File: src/rtl/x_readback_streamer.sv
// Readback engine: takes a (channel, address, length) request, reads words
// from NUM_CH sources and streams each word to a UART as DATA_W/8 bytes.
// Ports:
//   i_clk, i_rst (sync, active-low)
//   i_req_valid/o_req_accept, i_req_ch, i_req_addr, i_req_len
//   o_ren (one-hot), o_raddr, i_rdata (packed per channel)
//   o_tx_data/o_tx_valid/i_tx_accept, o_busy
module x_readback_streamer #(
  parameter int NUM_CH    = 4,
  parameter int DATA_W    = 32,
  parameter int ADDR_W    = 11,
  parameter int LEN_W     = 8,
  parameter int READ_LAT  = 1,
  parameter int MSB_FIRST = 0,
  localparam int CH_W = (NUM_CH > 1) ? $clog2(NUM_CH) : 1
) (
  input  logic                     i_clk,
  input  logic                     i_rst,
  input  logic                     i_req_valid,
  output logic                     o_req_accept,
  input  logic [CH_W-1:0]          i_req_ch,
  input  logic [ADDR_W-1:0]        i_req_addr,
  input  logic [LEN_W-1:0]         i_req_len,
  output logic [NUM_CH-1:0]        o_ren,
  output logic [ADDR_W-1:0]        o_raddr,
  input  logic [NUM_CH*DATA_W-1:0] i_rdata,
  output logic [7:0]               o_tx_data,
  output logic                     o_tx_valid,
  input  logic                     i_tx_accept,
  output logic                     o_busy
);

  localparam int BYTES = DATA_W / 8;
  localparam int BC_W  = (BYTES > 1) ? $clog2(BYTES) : 1;
  localparam int LAT_W = (READ_LAT > 1) ? $clog2(READ_LAT) : 1;

  typedef enum logic [1:0] {
    S_IDLE,
    S_ISSUE,
    S_WAIT,
    S_SEND
  } state_t;

  state_t            r_state;
  state_t            w_state_nxt;
  logic [CH_W-1:0]   r_ch;
  logic [ADDR_W-1:0] r_addr;
  logic [LEN_W-1:0]  r_left;
  logic [LAT_W-1:0]  r_lat;
  logic [BC_W-1:0]   r_bcnt;
  logic [DATA_W-1:0] r_shift;

  logic [DATA_W-1:0] w_rdata_sel;
  logic              w_lat_last;
  logic              w_byte_last;
  logic [7:0]        w_byte;

  // Out-of-range channels fall through to the filler pattern.
  always_comb begin
    w_rdata_sel = {BYTES{8'hAA}};
    for (int c = 0; c < NUM_CH; c++) begin
      if (r_ch == CH_W'(c)) begin
        w_rdata_sel = i_rdata[c*DATA_W +: DATA_W];
      end
    end
  end

  assign w_lat_last  = (r_lat == LAT_W'(READ_LAT - 1));
  assign w_byte_last = (r_bcnt == BC_W'(BYTES - 1));
  assign w_byte      = (MSB_FIRST != 0) ? r_shift[DATA_W-1 -: 8]
                                        : r_shift[7:0];

  always_comb begin
    w_state_nxt  = r_state;
    o_req_accept = 1'b0;
    o_ren        = '0;
    o_raddr      = '0;
    o_tx_valid   = 1'b0;
    o_tx_data    = 8'h00;
    o_busy       = (r_state != S_IDLE);
    unique case (r_state)
      S_IDLE: begin
        o_req_accept = i_rst;
        if (i_req_valid) begin
          w_state_nxt = S_ISSUE;
        end
      end
      S_ISSUE: begin
        o_raddr = r_addr;
        for (int c = 0; c < NUM_CH; c++) begin
          o_ren[c] = (r_ch == CH_W'(c));
        end
        w_state_nxt = S_WAIT;
      end
      S_WAIT: begin
        if (w_lat_last) begin
          w_state_nxt = S_SEND;
        end
      end
      S_SEND: begin
        o_tx_valid = 1'b1;
        o_tx_data  = w_byte;
        if (i_tx_accept && w_byte_last) begin
          w_state_nxt = (r_left != '0) ? S_ISSUE : S_IDLE;
        end
      end
      default: w_state_nxt = S_IDLE;
    endcase
  end

  always_ff @(posedge i_clk) begin
    if (!i_rst) begin
      r_state <= S_IDLE;
      r_ch    <= '0;
      r_addr  <= '0;
      r_left  <= '0;
      r_lat   <= '0;
      r_bcnt  <= '0;
      r_shift <= '0;
    end else begin
      r_state <= w_state_nxt;
      unique case (r_state)
        S_IDLE: begin
          if (i_req_valid) begin
            r_ch   <= i_req_ch;
            r_addr <= i_req_addr;
            r_left <= i_req_len;
          end
        end
        S_ISSUE: r_lat <= '0;
        S_WAIT: begin
          r_lat <= r_lat + LAT_W'(1);
          if (w_lat_last) begin
            r_shift <= w_rdata_sel;
            r_bcnt  <= '0;
          end
        end
        S_SEND: begin
          if (i_tx_accept) begin
            r_bcnt  <= r_bcnt + BC_W'(1);
            r_shift <= (MSB_FIRST != 0) ? (r_shift << 8)
                                        : (r_shift >> 8);
            // Address wraps naturally at 2^ADDR_W.
            if (w_byte_last && r_left != '0) begin
              r_left <= r_left - LEN_W'(1);
              r_addr <= r_addr + ADDR_W'(1);
            end
          end
        end
        default: ;
      endcase
    end
  end

endmodule

File: config.mk
export PLATFORM = sky130hd
export DESIGN_NAME = x_readback_streamer
export DESIGN_NICKNAME = d
export VERILOG_FILES = /design/src/rtl/x_readback_streamer.sv
export SDC_FILE = /design/constraint.sdc
export NUM_CORES = 1
export LEC_CHECK = 0
export ABC_AREA = 1
export CORE_UTILIZATION = 38
export DETAILED_ROUTE_END_ITERATION = 10
export HOLD_SLACK_MARGIN = 0.06
export PLACE_DENSITY = 0.85
export SLEW_MARGIN = 20
export SYNTH_ARGS = -nofsm -noshare
export SYNTH_HDL_FRONTEND = slang
export SYNTH_SLANG_ARGS = --single-unit
File: constraint.sdc
create_clock -name i_clk -period 1.5 [get_ports i_clk]
set_input_delay 0.225 -clock i_clk [delete_from_list [all_inputs] [get_ports i_clk]]
set_output_delay 0.225 -clock i_clk [all_outputs]
set_load 0.02 [all_outputs]
Word-level counts from Yosys, hierarchy flattened
Cells that the tools add are included.
{"block": "totals", "romBits": 0, "regBits": 58, "ram_bits": 0, "input_bits": 153, "elab_cells": 65, "output_inout_bits": 26, "latchBits": 0, "mem_count": 0}
{"block": "op_classes", "div_mod_pow": 0, "reduce_logical": 13, "bitwise": 0, "multipliers": 0, "n_mux": 29, "n_lt_le_gt_ge": 0, "shifts": 0, "add_sub_neg": 4, "eq_ne": 12}
{"cell": "$mux 32", "n": 6}
{"cell": "$pmux 32 s2", "n": 1}
{"cell": "$mux 11", "n": 4}
{"cell": "$mux 8", "n": 4}
{"cell": "$pmux 11 s2", "n": 1}
{"cell": "$pmux 8 s2", "n": 1}
{"cell": "$add 11x1->11 const B", "n": 1}
{"cell": "$eq 2x2->1 const B", "n": 5}
{"cell": "$mux 2", "n": 5}
{"cell": "$ne 2x2->1 const B", "n": 5}
{"cell": "$pmux 2 s4", "n": 1}
{"cell": "$reduce_bool 2->1", "n": 4}
{"cell": "$reduce_bool 8->1", "n": 1}
{"cell": "$sub 8x1->8 const B", "n": 1}
{"cell": "$reduce_and 3->1", "n": 2}
{"cell": "$eq 2x1->1 const B", "n": 2}
{"cell": "$logic_not 2->1", "n": 2}
{"cell": "$mux 4", "n": 1}
{"cell": "$pmux 2 s2", "n": 1}
{"cell": "$reduce_and 4->1", "n": 1}
{"cell": "$mux 1", "n": 3}
{"cell": "$add 2x1->2 const B", "n": 1}
{"cell": "$logic_and 1x1->1", "n": 2}
{"cell": "$pmux 1 s2", "n": 1}
{"cell": "other kinds (2)", "n": 2}

Longest topological paths before layout
Gate-level depths: netlist of the first run.
{"block": "logic_depth", "word_depth": 7, "mapped_depth": 12, "depth_no_buf": 11}

Worst setup path before layout of the first run
OpenSTA, ideal clock, no wires.
{"block": "synth_path", "kind": "register to register", "startpoint": "register r_state[0]", "endpoint": "register r_shift[12]", "synth_period_minus_slack_ns": 1.714, "t_arrival_ns": 1.590, "required_ns": 1.376, "path_slack_ns": -0.214, "stages_incl_launch_ff": 10, "setup_time_ns": 0.124, "path_buffers": 1, "path_cell_list": "dfxtp_1 -> ha_1 -> inv_1 -> nand2_1 -> nand3_1 -> nor2_1 -> inv_2 -> buf_2 -> a21oi_1 -> a21oi_1"}
{"block": "synth_via", "elab_chain_len": 3, "word_cells_on_any_way": 7, "classes_between": "eq/ne: 4; mux: 1; reduce/logical: 2"}
{"item": "start, declared", "line_no": "44", "source": "state_t r_state;"}
{"item": "start signal, assigned", "line_no": "121", "source": "r_state <= w_state_nxt;"}
{"item": "$eq 2x2->1", "line_no": "122", "source": "unique case (r_state)"}
{"item": "$ne 2x2->1 (no source line) / $reduce_bool 2->1 (equally long branches)"}
{"item": "$reduce_and 3->1 (no source line)"}
{"item": "end signal, assigned", "line_no": "134", "source": "r_shift <= w_rdata_sel;"}
{"item": "end signal, assigned", "line_no": "141", "source": "r_shift <= (MSB_FIRST != 0) ? (r_shift << 8)"}
{"item": "end, declared", "line_no": "51", "source": "logic [DATA_W-1:0] r_shift;"}
Several ways; a longest one is shown, not always the timed one.
A chain may end at the register's enable or synchronous reset.

Worst setup path after layout of the first run
{"block": "layout_path", "startpoint": "register r_state[0]", "endpoint": "register r_shift[1]"}
The elaborated chain is that of the path after synthesis.

==> results of run 1 <==
## registers in the layout (all words and copies together), names as in the netlist
name     count
r_state      2
r_addr      11
r_left       8
r_bcnt       2
r_ch         2
r_lat        1
r_shift     32
## power groups by stage
| stage | logic, uW | clock network [uW] | registers, uW |
|---|---|---|---|
| floorplan | 4230 | 0 | 2600 |
| global placement | 6530 | 0 | 2700 |
| detailed placement | 6660 | 0 | 2720 |
| CTS | 7840 | 1360 | 2770 |
| global route | 10100 | 1450 | 2940 |
| finish | 9280 | 1360 | 2860 |
## metrics by stage
stage / hold WS (ns) / setup TNS (ns) / instances
2_1_floorplan: 0.3961 / -0.3835 / 656
5_1_grt: 0.4891 / -14.15 / 1022
6_report: 0.4744 / -9.531 / 1022
3_5_place_dp: 0.4523 / -11.64 / 978
4_1_cts: 0.4649 / -5.290 / 1009
3_3_place_gp: 0.4516 / -10.17 / 978
## area by class of cell
cell class              instances  area [um2]
clock buffers                   9       123.9
well taps                     136       170.2
inverters                      66       280.3
multi-input cells             493        2860
flip-flops and latches         58        1170
fillers                       757        2928
repair inverters                1       6.256
repair buffers                252        2638
clock inverters                 7       55.05
## critical path: cells and delay by family, from the launching register on
kind	cells	cell delay (ns)
and+or+nand+nor	3	0.38
buffers and inverters	4	0.45
adders and majority gates	1	0.17
DFF	1	0.37
AOI/OAI and AO/OA	2	0.21
## path summary, 6_finish.rpt
| path | to | cells past startpoint | slack [ns] | from |
|---|---|---|---|---|
| setup reg to reg | r_shift[1]$_SDFFE_PN0P_ | 10 | -0.21 | r_state[0]$_SDFFE_PN0P_ |
| hold / removal | r_shift[25]$_SDFFE_PN0P_ | 2 | 0.47 | r_shift[25]$_SDFFE_PN0P_ |
| setup / recovery | r_shift[1]$_SDFFE_PN0P_ | 10 | -0.21 | r_state[0]$_SDFFE_PN0P_ |
| hold reg to reg | r_shift[25]$_SDFFE_PN0P_ | 2 | 0.47 | r_shift[25]$_SDFFE_PN0P_ |
## routing by layer
| metal | vias to the layer above | wire length, um | global-route usage (%) |
|---|---|---|---|
| met5 | - | 0 | 0 |
| met4 | 0 | 442 | 9.082 |
| met3 | 31 | 975 | 5.326 |
| met2 | 221 | 8048 | 48.63 |
| met1 | 2442 | 6053 | 29.70 |
| li1 | 2618 | - | - |
## placed cells by master, fill, tap and decap left out, types with 13 or more instances in the layout
cell	Yosys	final
a21oi_1	67	50
a21oi_2	0	15
buf_4	6	47
buf_6	0	35
clkdlybuf4s50_1	0	152
dfxtp_1	58	55
inv_1	59	39
inv_2	7	20
nand2_1	171	142
nand2_2	2	13
nand2_4	0	18
nand3_1	49	40
nor2_1	87	70
o211ai_1	17	17
o21ai_0	32	23
## cells by family (layout without fill, tap and decap cells)
logic type | Yosys count | in the layout
AND/OR/NAND/NOR | 329 | 329
AO/OA/AOI/OAI | 153 | 153
buffers and inverters | 105 | 335
flip-flops | 58 | 58
adder cells (fa/ha/maj) | 8 | 8
multiplexers | 2 | 2
XOR/XNOR | 1 | 1
## repair_timing
item                                    4_1_cts  5_1_grt
resized for setup                           230       98
endpoints found under the setup margin       81       81
buffers inserted                             13        9
gates cloned                                  2        4
pin swaps                                    14       31
==> qor.yml, run 1 <==
dieArea_mm2: 0.01090
cts_made_buffers: 9
ios: 179
p_int_uw: 7212
fmax_mhz: 585.8
area_delta_synth_final_pct: 83.32
yosys.area_share.adder_pct: 2.513
synth_edf_count: 0
ys_top_cells_by_area: "dfxtp_1, nand2_1, a21oi_1"
crit_slowest_cell: "dfxtp_4"
io_buffers: 178
status: "finished with violations"
grt_pass1_vias: 4964
yosysTopAreaCell: "dfxtp_1"
arrival_ns: 1.93
rsz0062_at_grt: "yes"
synth_cells: 656
worstHoldPathType: "reg -> reg"
grt_pass1_wl_um: 23160
max_stage_delay_ns: 0.37
dr.pass1.iters: 5
skew_ns: 0.008239
drv_slew: 0
synth_seq_cells: 58
comb_power_share_pct: 68.7
synth_ff_type: "dfxtp_1"
p_total_uw: 13500
critPathLaunchType: "flip-flop"
synth.most_common_cell: "nand2_1"
drt-initial-drc-count: 309
die_y_um: 104.4
clk_latency_ns: 0.34
final_area_mm2: 0.007303
cts-hold-fix-buffers: 0
die_x_um: 104.4
grt_max_degree: 35
layout.nets: 1042
clock_path_buffers: 2
setup_violations: 76
p_leak_uw: 0.003304
p_clk_share_pct: 10.1
syn_area_mm2: 0.003984
worstSetupPathType: "reg -> reg"
async_reset_ff_share_pct: 0
critPathRequiredTime_ns: 1.72
post-place-ws_ns: -0.3175
yosys.area_share.simple_pct: 34.11
synth_top_family_by_area: "simple AND/OR/NAND/NOR gates"
yosysWarnings: 0
antenna_found_initial: 0
slew-limit-headroom_pct: 72.84
cts_root_buffer: "clkbuf_8"
place_area_mm2: 0.006225
core-area_mm2: 0.01023
maxCapViolations: 0
synth_top_area_share_pct: 29.15
yosysSeqAreaShare_pct: 29.15
synthTopCellsByCount: "nand2_1, nor2_1, a21oi_1, inv_1, dfxtp_1"
placementRows: 37
synth_mux_area_share_pct: 0.5025
path_common_cell: "a21oi_1"
drt-total-wl_um: 15520
initial_core_util_pct: 38.94
hold_violations: 0
synth-compound-area-share_pct: 22.64
violations: "negative setup slack"
seqPwrFrac_pct: 21.2
vias: 5312
wl_per_cell_um: 15.18
drive_gt1_share_pct: 26.75
drcViolationCount: 0
ant_nets: 0
synth_cell_types: 33
cts_num_sinks: 58
synth_xor_area_share_pct: 0.2198
p_switching_uw: 6291
antennaDiodeCount: 0
fin_crit_sh_pct: 113.8
ir_drop_uv: 1124
cts.clk_slew.worst_paths_ns: 0.08
synth_nets: 817
p_per_area_mw_per_mm2: 1849
vias_per_cell: 5.198
path_cells: "ha_4 > buf_6 > buf_8 > nand2_4 > nand3_4 > nor2_4 > buf_4 > inv_4 > a21oi_1 > a21oi_1"
place_hpwl_um: 10250
final_util_pct: 71.38
grt-ovfl-total: 0
cts_tree: "done"
finalCriticalPeriod_ns: 1.707
end_kind: "flip-flop"
gp_congestion: 0.8734
crit_fanout: 9
synth_area_per_cell_um2: 6.073
tightest_slew_ns: 0.4075
htree_levels: 3
gr-usage-all-layers_pct: 26.32
sw_frac_of_total_pct: 46.59
setup_slack_ns: -0.2072
No activity file was read; power rests on OpenSTA's default activity.
==> run 2: changes to the inputs <==
CORE_ASPECT_RATIO = 1.25   (was unset)
==> qor.yml, run 2 (synthesis gave the netlist of run 1 again) <==
arrival_ns: 2.09  # +0.16 ns
core-area_mm2: 0.01016  # -0.72%
htree_levels: 3  # unchanged
crit_fanout: 3  # -6
setup_slack_ns: -0.3404  # -0.1332 ns
cts.clk_slew.worst_paths_ns: 0.06  # -0.02 ns
drive_gt1_share_pct: 26.10  # -0.65 points
worst-path-buf-inv: 5  # +1
grt-ovfl-total: 0  # unchanged
critPathLaunchType: "flip-flop"
place_area_mm2: 0.006183  # -0.66%
ios: 179  # unchanged
gr-usage-all-layers_pct: 27.77  # +1.5 points
grt_pass1_vias: 5032  # +1.4%
post-place-ws_ns: -0.2751  # +0.04232 ns
reg_top3: "r_shift: 32 flops, r_addr: 11 flops, r_left: 8 flops"
initial_core_util_pct: 39.22  # +0.28 points
critPathRequiredTime_ns: 1.75  # +0.03 ns
cts_root_buffer: "clkbuf_16"
worstSetupPathType: "reg -> reg"
final_area_mm2: 0.007316  # +0.17%
antenna_found_initial: 1  # +1
final_cell_mix: "clkdlybuf4s50_1, nand2_1, nor2_1, dfxtp_1, buf_4"
status: "finished with violations"
path_delay_family: "compound AO/OA/AOI/OAI gates"
placementRows: 41  # +11%
maxCapViolations: 0  # unchanged
die_x_um: 93.58  # -10%
layout.nets: 1045  # +0.29%
grt_pass1_wl_um: 23420  # +1.1%
wl_per_cell_um: 16.64  # +9.6%
vias: 5575  # +5.0%
layout_commonest_cell: "clkdlybuf4s50_1"
gp_congestion: 0.8450  # -3.3%
max_stage_delay_ns: 0.38  # about the same
cts_num_sinks: 58  # unchanged
clock_path_buffers: 2  # unchanged
drcViolationCount: 0  # unchanged
hold_violations: 0  # unchanged
crit_slowest_cell: "dfxtp_4"
drv_slew: 0  # unchanged
p_leak_uw: 0.003313  # +0.30%
rsz0062_at_grt: "yes"
largest_reg_flops: 32  # unchanged
dr.pass1.iters: 5  # unchanged
skew_ns: 0.007037  # -0.001202 ns
top_register: "r_shift"
end_kind: "flip-flop"
path_cells: "ha_4 > buf_6 > buf_6 > inv_6 > buf_6 > o21ai_0 > nor2_1 > inv_1 > o21ai_1 > a21oi_1"
nFillCells: 728  # -3.8%
io_buffers: 178  # unchanged
p_per_area_mw_per_mm2: 1966  # +6.3%
clk_latency_ns: 0.33  # about the same
ant_nets: 0  # unchanged
setup_violations: 79  # +3.9%
cts_tree: "done"
slew-limit-headroom_pct: 67.03  # -5.8 points
p_total_uw: 14380  # +6.5%
drt-initial-drc-count: 356  # +15%
cts-hold-fix-buffers: 0  # unchanged
violations: "negative setup slack"
fmax_mhz: 543.4  # -7.2%
die_y_um: 116.5  # +12%
worstHoldPathType: "reg -> reg"
ir_drop_uv: 944.7  # -16%
path_common_cell: "buf_6"
grt_max_degree: 37  # +5.7%
fin_crit_sh_pct: 122.7  # +8.9 points
cts_made_buffers: 9  # unchanged
area_delta_synth_final_pct: 83.64
drt-total-wl_um: 16960  # +9.3%
place_hpwl_um: 10420  # +1.7%
dieArea_mm2: 0.01090  # about the same
vias_per_cell: 5.471  # +5.3%
tightest_slew_ns: 0.4940  # +0.08658 ns
finalCriticalPeriod_ns: 1.840  # +0.1332 ns
[run 2: cell types whose count changed in the layout (fill, tap and decap cells not counted), moves of 3 or more]
| cell | change |
|---|---|
| buf_6 | +7 |
| nor2_2 | +6 |
| nand3_1 | +3 |
| nand2_2 | +3 |
| clkbuf_8 | -9 |
| inv_2 | -3 |
| clkbuf_16 | +7 |
| inv_1 | +3 |
| a21oi_2 | +4 |
| a21oi_1 | -3 |
| o21ai_1 | +3 |
| nor2_4 | -6 |
| nand3_2 | -4 |
[run 2: what timing repair did]
item,in CTS,in global routing
setup buffers,20,8
gates cloned,2,2
pin swaps,20,26
gates resized for setup,196,137
setup endpoints to repair,81,81
[run 2: path summary, 6_finish.rpt]
kind	start	end	slack [ns]	cells after the start
worst max-delay path	r_state[1]$_SDFFE_PN0P_	r_state[0]$_SDFFE_PN0P_	-0.34	10
worst min-delay path	r_shift[26]$_SDFFE_PN0P_	r_shift[26]$_SDFFE_PN0P_	0.46	2
worst max register to register	r_state[1]$_SDFFE_PN0P_	r_state[0]$_SDFFE_PN0P_	-0.34	10
worst min register to register	r_shift[26]$_SDFFE_PN0P_	r_shift[26]$_SDFFE_PN0P_	0.46	2
[run 2: through the flow]
stage | hold slack, ns | cells | TNS (ns) | util (%)
2_1_floorplan | 0.3961 | 656 | -0.3835 | -
3_3_place_gp | 0.4503 | 973 | -8.995 | 60.88
3_5_place_dp | 0.4553 | 973 | -11.63 | 60.88
4_1_cts | 0.4630 | 1010 | -3.702 | 67.23
5_1_grt | 0.4837 | 1019 | -15.79 | 72.03
6_report | 0.4645 | 1019 | -11.75 | 72.03
[run 2: final cells by class]
cell class                 count  area [um2]  area share (%)
antenna                        1       2.502         0.03421
sequential                    58        1169           15.97
inverter                      66       272.8           3.728
timing repair inverter         1       11.26          0.1539
multi-input combinational    493        2788           38.10
tap                          129       161.4           2.206
clock inverter                 7       93.84           1.283
clock buffer                   9       225.2           3.079
timing repair buffer         255        2592           35.44
[run 2: worst reg2reg max path, cell delays in order, from the launching register on]
cell and delay [ns]:
dfxtp_4 0.38, ha_4 0.14, buf_6 0.11, buf_6 0.12
inv_6 0.04, buf_6 0.12, o21ai_0 0.35, nor2_1 0.12
inv_1 0.13, o21ai_1 0.09, a21oi_1 0.17
[run 2: power breakdown]
part	switching [uW]	total (uW)	internal [uW]	leakage [uW]
sequential	675	2920	2250	0.000479
clock	759	2210	1450	0.000151
combinational	5050	9250	4200	0.00268
total	6490	14400	7890	0.00331
[run 2: routing by layer]
metal,global-route usage (%),vias up,part of all wire [%]
met5,0,-,0
li1,-,2627,-
met3,5.794,71,7.3
met1,28.89,2532,35
met4,12.72,0,4.2
met2,53.09,345,53
